===== src/rtl/ex_muldiv_unit.sv =====
// Iterative MULT/MULTU/DIV/DIVU unit for the EX stage: one bit per cycle, done NB_DATA+1 cycles after start.
// Divider datapath is built only when MULDIV_DIVIDE_EN is defined; otherwise DIV/DIVU starts are ignored.
module ex_muldiv_unit #(
    parameter int NB_DATA = 32,
    parameter int NB_OP   = 2
) (
    input  logic               i_clock,
    input  logic               i_reset,
    input  logic               i_start,
    input  logic [NB_OP-1:0]   i_op,
    input  logic [NB_DATA-1:0] i_data_a,
    input  logic [NB_DATA-1:0] i_data_b,
    input  logic               i_flush,
    output logic               o_busy,
    output logic               o_done,
    output logic [NB_DATA-1:0] o_hi,
    output logic [NB_DATA-1:0] o_lo,
    output logic               o_div_by_zero
);
    localparam int CW = $clog2(NB_DATA) + 1;

    typedef enum logic [1:0] {IDLE, RUN, FIXUP} state_t;

    state_t               state_q, state_d;
    logic [CW-1:0]        cnt_q, cnt_d;
    logic [NB_DATA-1:0]   acc_q, acc_d, sh_q, sh_d, opb_q, opb_d;
    logic [NB_DATA-1:0]   hi_q, hi_d, lo_q, lo_d;
    logic                 sa_q, sa_d, sb_q, sb_d, done_q, done_d;
    logic                 a_neg, b_neg, start_ok;
    logic [NB_DATA-1:0]   a_mag, b_mag;
    logic [NB_DATA:0]     mul_sum;
    logic [2*NB_DATA-1:0] prod, prod_fix;

    // Signed ops work on magnitudes; the signs are re-applied in FIXUP.
    assign a_neg    = ~i_op[0] & i_data_a[NB_DATA-1];
    assign b_neg    = ~i_op[0] & i_data_b[NB_DATA-1];
    assign a_mag    = a_neg ? -i_data_a : i_data_a;
    assign b_mag    = b_neg ? -i_data_b : i_data_b;
    assign mul_sum  = {1'b0, acc_q} + (sh_q[0] ? {1'b0, opb_q} : '0);
    assign prod     = {acc_q, sh_q};
    assign prod_fix = (sa_q ^ sb_q) ? -prod : prod;

`ifdef MULDIV_DIVIDE_EN
    logic             div_q, div_d, bz_q, bz_d, dbz_q, dbz_d;
    logic [NB_DATA:0] rem_sh, rem_diff;

    assign start_ok      = 1'b1;
    assign rem_sh        = {acc_q, sh_q[NB_DATA-1]};
    assign rem_diff      = rem_sh - {1'b0, opb_q};
    assign o_div_by_zero = dbz_q;
`else
    assign start_ok      = ~i_op[1];
    assign o_div_by_zero = 1'b0;
`endif

    always_comb begin
        state_d = state_q;
        cnt_d   = cnt_q;
        acc_d   = acc_q;
        sh_d    = sh_q;
        opb_d   = opb_q;
        sa_d    = sa_q;
        sb_d    = sb_q;
        hi_d    = hi_q;
        lo_d    = lo_q;
        done_d  = 1'b0;
`ifdef MULDIV_DIVIDE_EN
        div_d   = div_q;
        bz_d    = bz_q;
        dbz_d   = dbz_q;
`endif
        case (state_q)
            IDLE: begin
                if (i_start && start_ok) begin
                    state_d = RUN;
                    cnt_d   = '0;
                    acc_d   = '0;
                    sh_d    = a_mag;
                    opb_d   = b_mag;
                    sa_d    = a_neg;
                    sb_d    = b_neg;
`ifdef MULDIV_DIVIDE_EN
                    div_d   = i_op[1];
                    bz_d    = (i_data_b == '0);
`endif
                end
            end
            RUN: begin
                cnt_d = cnt_q + 1'b1;
                if (cnt_q == CW'(NB_DATA - 1))
                    state_d = FIXUP;
                acc_d = mul_sum[NB_DATA:1];
                sh_d  = {mul_sum[0], sh_q[NB_DATA-1:1]};
`ifdef MULDIV_DIVIDE_EN
                // Restoring division: quotient bits shift into sh from the right.
                if (div_q) begin
                    if (!rem_diff[NB_DATA]) begin
                        acc_d = rem_diff[NB_DATA-1:0];
                        sh_d  = {sh_q[NB_DATA-2:0], 1'b1};
                    end else begin
                        acc_d = rem_sh[NB_DATA-1:0];
                        sh_d  = {sh_q[NB_DATA-2:0], 1'b0};
                    end
                end
`endif
            end
            FIXUP: begin
                state_d      = IDLE;
                done_d       = 1'b1;
                {hi_d, lo_d} = prod_fix;
`ifdef MULDIV_DIVIDE_EN
                dbz_d = 1'b0;
                // A zero divisor leaves |A| as remainder, so the sign fix restores the raw dividend.
                if (div_q) begin
                    lo_d = (sa_q ^ sb_q) ? -sh_q : sh_q;
                    hi_d = sa_q ? -acc_q : acc_q;
                    if (bz_q) begin
                        lo_d  = '1;
                        dbz_d = 1'b1;
                    end
                end
`endif
            end
            default: state_d = IDLE;
        endcase
        if (i_flush) begin
            state_d = IDLE;
            done_d  = 1'b0;
            hi_d    = hi_q;
            lo_d    = lo_q;
`ifdef MULDIV_DIVIDE_EN
            dbz_d   = dbz_q;
`endif
        end
    end

    always_ff @(posedge i_clock or posedge i_reset) begin
        if (i_reset) begin
            state_q <= IDLE;
            cnt_q   <= '0;
            acc_q   <= '0;
            sh_q    <= '0;
            opb_q   <= '0;
            sa_q    <= 1'b0;
            sb_q    <= 1'b0;
            hi_q    <= '0;
            lo_q    <= '0;
            done_q  <= 1'b0;
`ifdef MULDIV_DIVIDE_EN
            div_q   <= 1'b0;
            bz_q    <= 1'b0;
            dbz_q   <= 1'b0;
`endif
        end else begin
            state_q <= state_d;
            cnt_q   <= cnt_d;
            acc_q   <= acc_d;
            sh_q    <= sh_d;
            opb_q   <= opb_d;
            sa_q    <= sa_d;
            sb_q    <= sb_d;
            hi_q    <= hi_d;
            lo_q    <= lo_d;
            done_q  <= done_d;
`ifdef MULDIV_DIVIDE_EN
            div_q   <= div_d;
            bz_q    <= bz_d;
            dbz_q   <= dbz_d;
`endif
        end
    end

    assign o_busy = (state_q != IDLE);
    assign o_done = done_q;
    assign o_hi   = hi_q;
    assign o_lo   = lo_q;

endmodule


===== config.mk =====
export PLATFORM = sky130hd
export DESIGN_NAME = ex_muldiv_unit
export DESIGN_NICKNAME = d
export VERILOG_FILES = /design/src/rtl/ex_muldiv_unit.sv
export SDC_FILE = /design/constraint.sdc
export NUM_CORES = 1
export LEC_CHECK = 0
export ABC_AREA = 1
export ABC_CLOCK_PERIOD_IN_PS = 5200
export CAP_MARGIN = 25
export CORE_UTILIZATION = 54
export CTS_BUF_LIST = sky130_fd_sc_hd__clkbuf_2 sky130_fd_sc_hd__clkbuf_4 sky130_fd_sc_hd__clkbuf_8
export DETAILED_ROUTE_END_ITERATION = 10
export PLACE_DENSITY = 0.81
export SYNTH_ARGS = -nofsm -noshare
export SYNTH_HDL_FRONTEND = slang
export SYNTH_SLANG_ARGS = --single-unit

===== constraint.sdc =====
create_clock -name i_clock -period 5.2 [get_ports i_clock]
set_input_delay 1.04 -clock i_clock [delete_from_list [all_inputs] [get_ports i_clock]]
set_output_delay 1.04 -clock i_clock [all_outputs]
set_load 0.005 [all_outputs]

==> results of run 1 <==
[sequential cells by signal, indices dropped and copies added (netlist names)]
signal   count
acc_q       32
o_hi        32
o_lo        32
opb_q       32
sh_q        32
cnt_q        6
state_q      2
o_done       1
sa_q         1
sb_q         1
[power groups by stage]
| stage | logic, mW | clock network (mW) | registers (mW) |
|---|---|---|---|
| 2_1_floorplan | 3.58 | 0 | 2.37 |
| 3_3_place_gp | 4.94 | 0 | 2.57 |
| 3_5_place_dp | 5.08 | 0 | 2.59 |
| 4_1_cts | 5.10 | 0.978 | 2.57 |
| 5_1_grt | 5.89 | 1.03 | 2.62 |
| 6_report | 5.22 | 0.976 | 2.56 |
[area by class of cell]
cell class              instances  area (sq um)  area share
multi-input cells            1541          7350       0.490
flip-flops and latches        171          4280       0.285
repair buffers                145          1460      0.0973
inverters                     297          1120      0.0747
well taps                     319           399      0.0266
clock buffers                  18           241      0.0161
clock inverters                14           151      0.0101
[worst reg2reg max path, delay by kind of cell, from the launching register on]
kind / cells / cell delay, ns
buf+inv: 4 / 0.46
simple gates: 8 / 0.73
compound gates: 2 / 0.32
flops: 1 / 0.46
fa+ha+maj: 2 / 0.54
[through the flow]
stage	util	hold slack, ns	total power [mW]	cells	setup WS (ns)
final	0.637	0.487	8.76	2505	2.06
after global routing	0.637	0.514	9.54	2505	1.79
after detailed placement	0.619	0.465	7.67	2472	1.60
after CTS	0.636	0.490	8.65	2504	2.01
after global placement	0.619	0.462	7.52	2472	1.68
after floorplan	-	0.449	5.95	2064	1.98
[worst max-delay path by stage]
stage / startpoint / to / slack (ns) / cells after the start
floorplan: i_reset / acc_q[0] / 1.98 / 1
global placement: i_op[0] / sh_q[26] / 1.68 / 8
detailed placement: i_start / sh_q[16] / 1.60 / 9
CTS: sh_q[0] / acc_q[31] / 2.01 / 16
global route: i_op[0] / sh_q[26] / 1.79 / 8
finish: i_op[0] / sh_q[26] / 2.06 / 8
[cell usage in the layout (no fill, tap or decap), drive strengths merged, types with 9 or more instances in the layout]
| cell | synthesis | routed |
|---|---|---|
| o21bai | 12 | 12 |
| xor2 | 49 | 49 |
| a21oi | 55 | 55 |
| inv | 294 | 301 |
| dfrtp | 171 | 171 |
| nand3 | 195 | 195 |
| nand3b | 9 | 9 |
| buf | 30 | 10 |
| o21ai | 129 | 129 |
| ha | 36 | 36 |
| nand2 | 725 | 725 |
| nand4 | 30 | 30 |
| nor3 | 10 | 10 |
| clkbuf | 25 | 18 |
| nor2 | 237 | 237 |
| o22ai | 15 | 15 |
| clkdlybuf4s50 | 0 | 135 |
[routing by layer]
layer | vias up | share of wire
met3 | 40 | 0.10
li1 | 6728 | -
met1 | 6044 | 0.47
met4 | 0 | 0.014
met5 | - | 0
met2 | 604 | 0.41
[logic make-up (layout without fill, tap and decap cells)]
kind of cell / count (synthesis) / count (layout)
AO/OA/AOI/OAI: 231 / 231
XOR/XNOR: 51 / 51
adder cells (fa/ha/maj): 37 / 37
buffers and inverters: 352 / 474
flip-flops: 171 / 171
other: 1 / 1
AND/OR/NAND/NOR: 1221 / 1221
==> flow_metrics.py, run 1 <==
metrics = {
    "timing": {
        "rsz0062_at_grt": "false",
        "finalMaxSlewViolations": 0,
        "finalSetupViolCount": 0,
        "slew_headroom": 0.325,
        "fmax_mhz": 318,
        "min_period_ns": 3.14,
        "fin_setup_tns_ns": 0,
        "period_share": 0.605,
        "finalHoldViolCount": 0,
        "tightest_slew_ns": 1.01,
        "fin_worst_skew_ns": 0.0298,
    },
    "placed_design": {
        "gp_congestion": 0.937,
        "port_buffers": 135,
        "place_hpwl_microns": 29300,
        "place_area_sq_mm": 0.0146,
    },
    "grt": {
        "grt_max_degree": 172,
        "grt_pass1_wl_microns": 60800,
        "groute.usage.overall": 0.317,
        "use_met1": 0.484,
        "grt_overflow": 0,
        "grt_pass1_vias": 11913,
        "grtUsageMet2": 0.458,
        "grt_antenna_before_repair": 0,
        "busiest_layer": "met1",
        "met3_usage": 0.0575,
    },
    "floorplanning": {
        "rows": 56,
        "die_x_microns": 157,
        "die_h_microns": 157,
        "ioPinCount": 137,
        "start_util": 0.551,
        "core_sq_mm": 0.0235,
        "die_area_sq_mm": 0.0247,
    },
    "synthesis": {
        "synthTopCellsByArea": "dfrtp_1, nand2_1, inv_1",
        "yosys.area_share.simple": 0.394,
        "synth.most_common_cell": "nand2_1",
        "ys_seq_elements": 171,
        "synthCells": 2064,
        "synthFlopType": "dfrtp_1",
        "async_flop_share": 1.00,
        "syn-cell-area_sq_mm": 0.0130,
        "synthesis.nets": 2171,
        "synth-compound-area-share": 0.0995,
        "yosysWarnings": 0,
        "synth_xor_area_frac": 0.0350,
        "synth_top_area_frac": 0.330,
        "synth.avg_cell_area_sq_um": 6.29,
        "synth_top_family_by_area": "simple AND/OR/NAND/NOR gates",
        "muxShareOfSynthArea": 0,
        "synth-edff-count": 0,
        "yosysUniqueCellTypes": 49,
        "yosys.area_share.adder": 0.0362,
        "synth_top_area_cell": "dfrtp_1",
        "synthTopCellsByCount": "nand2_1, inv_1, nor2_1",
        "seq_area_frac_synth": 0.330,
    },
    "hold_path": {
        "holdPathEnd": "o_hi[26]",
        "hp-start": "o_hi[26]",
        "hold_depth": 2,
        "hold_class": "reg -> reg",
    },
    "pwr": {
        "seqPwrFrac": 0.293,
        "p_leak_nw": 7.83,
        "switchingPower_mw": 4.44,
        "combPwrFrac": 0.596,
        "power.internal_mw": 4.31,
        "clockPowerShare": 0.111,
        "swShare": 0.507,
        "vdd.ir_drop.worst_mv": 0.272,
        "power_density_mw_per_mm2": 584,
    },
    "worst_setup_path": {
        "critPathMaxFanout": 35,
        "cp.arrival_ns": 3.51,
        "crit_top_cell": "nand3_1",
        "endpoint_kind": "register",
        "r2r_start": "sh_q[0]",
        "cp_cell_sequence": "clkdlybuf4s50_1 > inv_1 > nand2_1 > clkinv_1 > o21ai_1 > nand3_1 > nand3_1 > nand3_1",
        "rrSetupSlack_ns": 2.52,
        "worstSetupPathType": "in -> reg",
        "slowest_stage": "clkinv_1",
        "slowest_delay_ns": 0.80,
        "reg2reg_depth": 16,
        "required_ns": 5.57,
        "rr_endpoint": "acc_q[15]",
        "critPathBufInv": 3,
        "cp_top_family": "buffers and inverters",
        "cp-start-kind": "input port",
    },
    "clock_tree": {
        "clkSinkCount": 171,
        "clkLatencyLatePin_ns": 0.50,
        "cts-resized-gates": 0,
        "cts_max_level": 4,
        "root_buffer": "clkbuf_8",
        "ctsHoldBuffers": 0,
        "max-clock-path-buffers": 2,
        "cts_tree": "built",
        "post_cts_buffers": 0,
        "cts_buffers": 17,
        "clk_pin_slew_ns": 0.10,
    },
    "job": {
        "maxCapViolations": 0,
    },
    "drt": {
        "drtIter0Drc": 1397,
        "drt-vias-per-instance": 5.36,
        "drc": 0,
        "num_vias": 13416,
        "drtAntennaViolNets": 0,
        "wl_per_cell_microns": 15.1,
        "drt-total-wl_microns": 37700,
        "first_pass_iters": 5,
    },
    "cells_and_area": {
        "finalInstanceArea_sq_mm": 0.0150,
        "drive_gt1_frac": 0.0407,
        "final.fill_count": 2225,
        "area_growth_pct": 15.5,
        "nets": 2280,
        "n_antenna_cell": 0,
    },
    "outcome": {
        "status": "finished, final reports clean",
    },
}
Note: power is estimated with default switching activity, not from simulation.
==> inputs of run 2 (changes only) <==
--- a/config.mk
+++ b/config.mk
@@ -6,7 +6,7 @@
 export NUM_CORES = 1
 export LEC_CHECK = 0
 export ABC_AREA = 1
-export ABC_CLOCK_PERIOD_IN_PS = 5200
+export ABC_CLOCK_PERIOD_IN_PS = 2700
 export CAP_MARGIN = 25
 export CORE_UTILIZATION = 54
 export CTS_BUF_LIST = sky130_fd_sc_hd__clkbuf_2 sky130_fd_sc_hd__clkbuf_4 sky130_fd_sc_hd__clkbuf_8
==> constraint.sdc (replaced) <==
create_clock -name i_clock -period 2.7 [get_ports i_clock]
set_input_delay 0.54 -clock i_clock [delete_from_list [all_inputs] [get_ports i_clock]]
set_output_delay 0.54 -clock i_clock [all_outputs]
set_load 0.005 [all_outputs]
==> run 2 against run 1 <==
The run now ends with DRC left. Clock skew is 0.0085 ns lower. Non-clock buffer count is 15 higher. Critical path type is now reg -> reg. Critical path depth is 4 higher. Clock-buffer cell count stayed put. Via count hardly changed. Largest cell class unchanged.
==> flow_metrics.py, run 2 (synthesis results as in run 1) <==
metrics = {
    "drt": {
        "wl_per_cell_microns": 14.7,
        "num_vias": 13424,
        "first_pass_iters": 11,
        "drt-total-wl_microns": 37100,
        "drt-vias-per-instance": 5.33,
        "drtIter0Drc": 1086,
        "drtAntennaViolNets": 0,
        "drc": 2,
    },
    "cells_and_area": {
        "finalInstanceArea_sq_mm": 0.0152,
        "drive_gt1_frac": 0.0473,
        "area_growth_pct": 17.0,
        "final.fill_count": 2261,
        "mostFrequentLayoutCells": "nand2_1, inv_1, nor2_1, nand3_1, dfrtp_1",
        "n_antenna_cell": 0,
        "nets": 2295,
        "final_common_cell": "nand2_1",
        "stdcell_count": 2520,
    },
    "grt": {
        "grt_pass1_vias": 12020,
        "grt_antenna_before_repair": 0,
        "grt_max_degree": 68,
        "grt_overflow": 0,
        "groute.usage.overall": 0.311,
        "grt_pass1_wl_microns": 60500,
    },
    "timing": {
        "min_period_ns": 2.40,
        "fmax_mhz": 417,
        "period_share": 0.887,
        "finalHoldViolCount": 0,
        "finalMaxSlewViolations": 0,
        "slew_headroom": 0.572,
        "tightest_slew_ns": 0.642,
        "rsz0062_at_grt": "false",
        "fin_worst_skew_ns": 0.0214,
        "finalSetupViolCount": 0,
    },
    "floorplanning": {
        "ioPinCount": 137,
        "start_util": 0.551,
        "core_sq_mm": 0.0235,
        "rows": 56,
        "die_x_microns": 157,
        "die_h_microns": 157,
        "die_area_sq_mm": 0.0247,
    },
    "clock_tree": {
        "cts_buffers": 17,
        "clkSinkCount": 171,
        "cts_tree": "built",
        "clkLatencyLatePin_ns": 0.48,
        "cts-resized-gates": 0,
        "clk_pin_slew_ns": 0.10,
        "cts_max_level": 4,
        "post_cts_buffers": 0,
        "max-clock-path-buffers": 2,
        "ctsHoldBuffers": 0,
        "root_buffer": "clkbuf_8",
    },
    "worst_setup_path": {
        "required_ns": 3.04,
        "reg2reg_depth": 12,
        "rrSetupSlack_ns": 0.30,
        "critPathMaxFanout": 31,
        "critical_path.startpoint": "sh_q[0]",
        "slowest_delay_ns": 0.44,
        "cp_cell_sequence": "buf_12 > nand2_1 > inv_1 > ha_1 > nand3_1 > nand3_1 > nand2_1 > nand2_1 > nand2_1 > nand2_1 > o21ai_0 > o21ai_0",
        "slowest_stage": "dfrtp_1",
        "rr_endpoint": "acc_q[14]",
        "cp.arrival_ns": 2.73,
        "cp-endpoint": "acc_q[14]",
        "endpoint_kind": "register",
        "worstSetupPathType": "reg -> reg",
        "r2r_start": "sh_q[0]",
        "crit_top_cell": "nand2_1",
        "cp-start-kind": "register",
    },
    "pwr": {
        "power_density_mw_per_mm2": 1120,
        "combPwrFrac": 0.597,
        "switchingPower_mw": 8.53,
        "p_leak_nw": 7.94,
        "vdd.ir_drop.worst_mv": 0.613,
        "seqPwrFrac": 0.288,
        "swShare": 0.500,
        "clockPowerShare": 0.115,
        "power.internal_mw": 8.53,
    },
    "placed_design": {
        "port_buffers": 135,
        "place_hpwl_microns": 29600,
        "dp_cells": 2488,
        "gp_congestion": 0.962,
        "place_area_sq_mm": 0.0148,
    },
    "outcome": {
        "status": "finished with violations",
        "violations": "DRC",
    },
    "hold_path": {
        "hold_class": "in -> async",
    },
    "job": {
        "maxCapViolations": 0,
    },
}
==> run 2: cell count changes in the layout (fill, tap and decap cells not counted), sizes merged <==
cell,before,now
buf,10,25
bufinv,1,2
clkinv,5,7
clkinvlp,4,2
inv,301,300
==> run 2: worst min path at each step <==
stage	startpoint	to	slack, ns	depth (start not counted)
after floorplan	opb_q[26]	opb_q[26]	0.45	2
after global placement	o_hi[4]	o_hi[4]	0.46	2
after detailed placement	o_hi[30]	o_hi[30]	0.46	2
after CTS	i_reset	o_lo[6]	0.35	2
after global routing	i_reset	o_lo[6]	0.38	2
final	i_reset	o_lo[5]	0.36	2
==> run 2: routing by layer <==
| metal | vias to the layer above | wire, microns | GRT usage |
|---|---|---|---|
| li1 | 6778 | - | - |
| met1 | 6059 | 17900 | 0.472 |
| met2 | 548 | 15400 | 0.458 |
| met3 | 39 | 3180 | 0.0501 |
| met4 | 0 | 537 | 0.0777 |
| met5 | - | 0 | 0 |
==> run 2: power groups by stage <==
stage / registers (mW) / logic (mW) / clock network, mW
after floorplan: 4.57 / 6.89 / 0
after global placement: 4.86 / 9.78 / 0
after detailed placement: 4.90 / 10.0 / 0
after CTS: 4.85 / 10.1 / 1.99
after global routing: 5.02 / 11.5 / 2.09
final: 4.91 / 10.2 / 1.97
==> run 2: layout make-up <==
type / instances / area, sq um / area share
Sequential cell: 171 / 4280 / 0.282
Tap cell: 319 / 399 / 0.0263
Multi-Input combinational cell: 1541 / 7350 / 0.484
Clock buffer: 18 / 248 / 0.0163
Inverter: 297 / 1120 / 0.0737
Timing Repair Buffer: 160 / 1610 / 0.106
Clock inverter: 14 / 181 / 0.0119
==> run 2: metrics by stage <==
step	setup TNS [ns]	power (mW)	util	setup WS [ns]	hold WS (ns)
after floorplan	-3.88	11.5	-	-0.0227	0.449
after global placement	0	14.6	0.627	0.299	0.463
after detailed placement	0	14.9	0.627	0.237	0.465
after CTS	0	16.9	0.645	0.358	0.351
after global routing	0	18.6	0.645	0.140	0.384
final	0	17.1	0.645	0.304	0.363
==> run 2: worst max-delay path, delay by kind of cell, from the launching register on <==
family | cells | cell delay [ns]
buffers and inverters | 2 | 0.23
AND/OR/NAND/NOR | 7 | 0.80
adder cells (fa/ha/maj) | 1 | 0.35
AO/OA/AOI/OAI | 2 | 0.43
flip-flops | 1 | 0.44
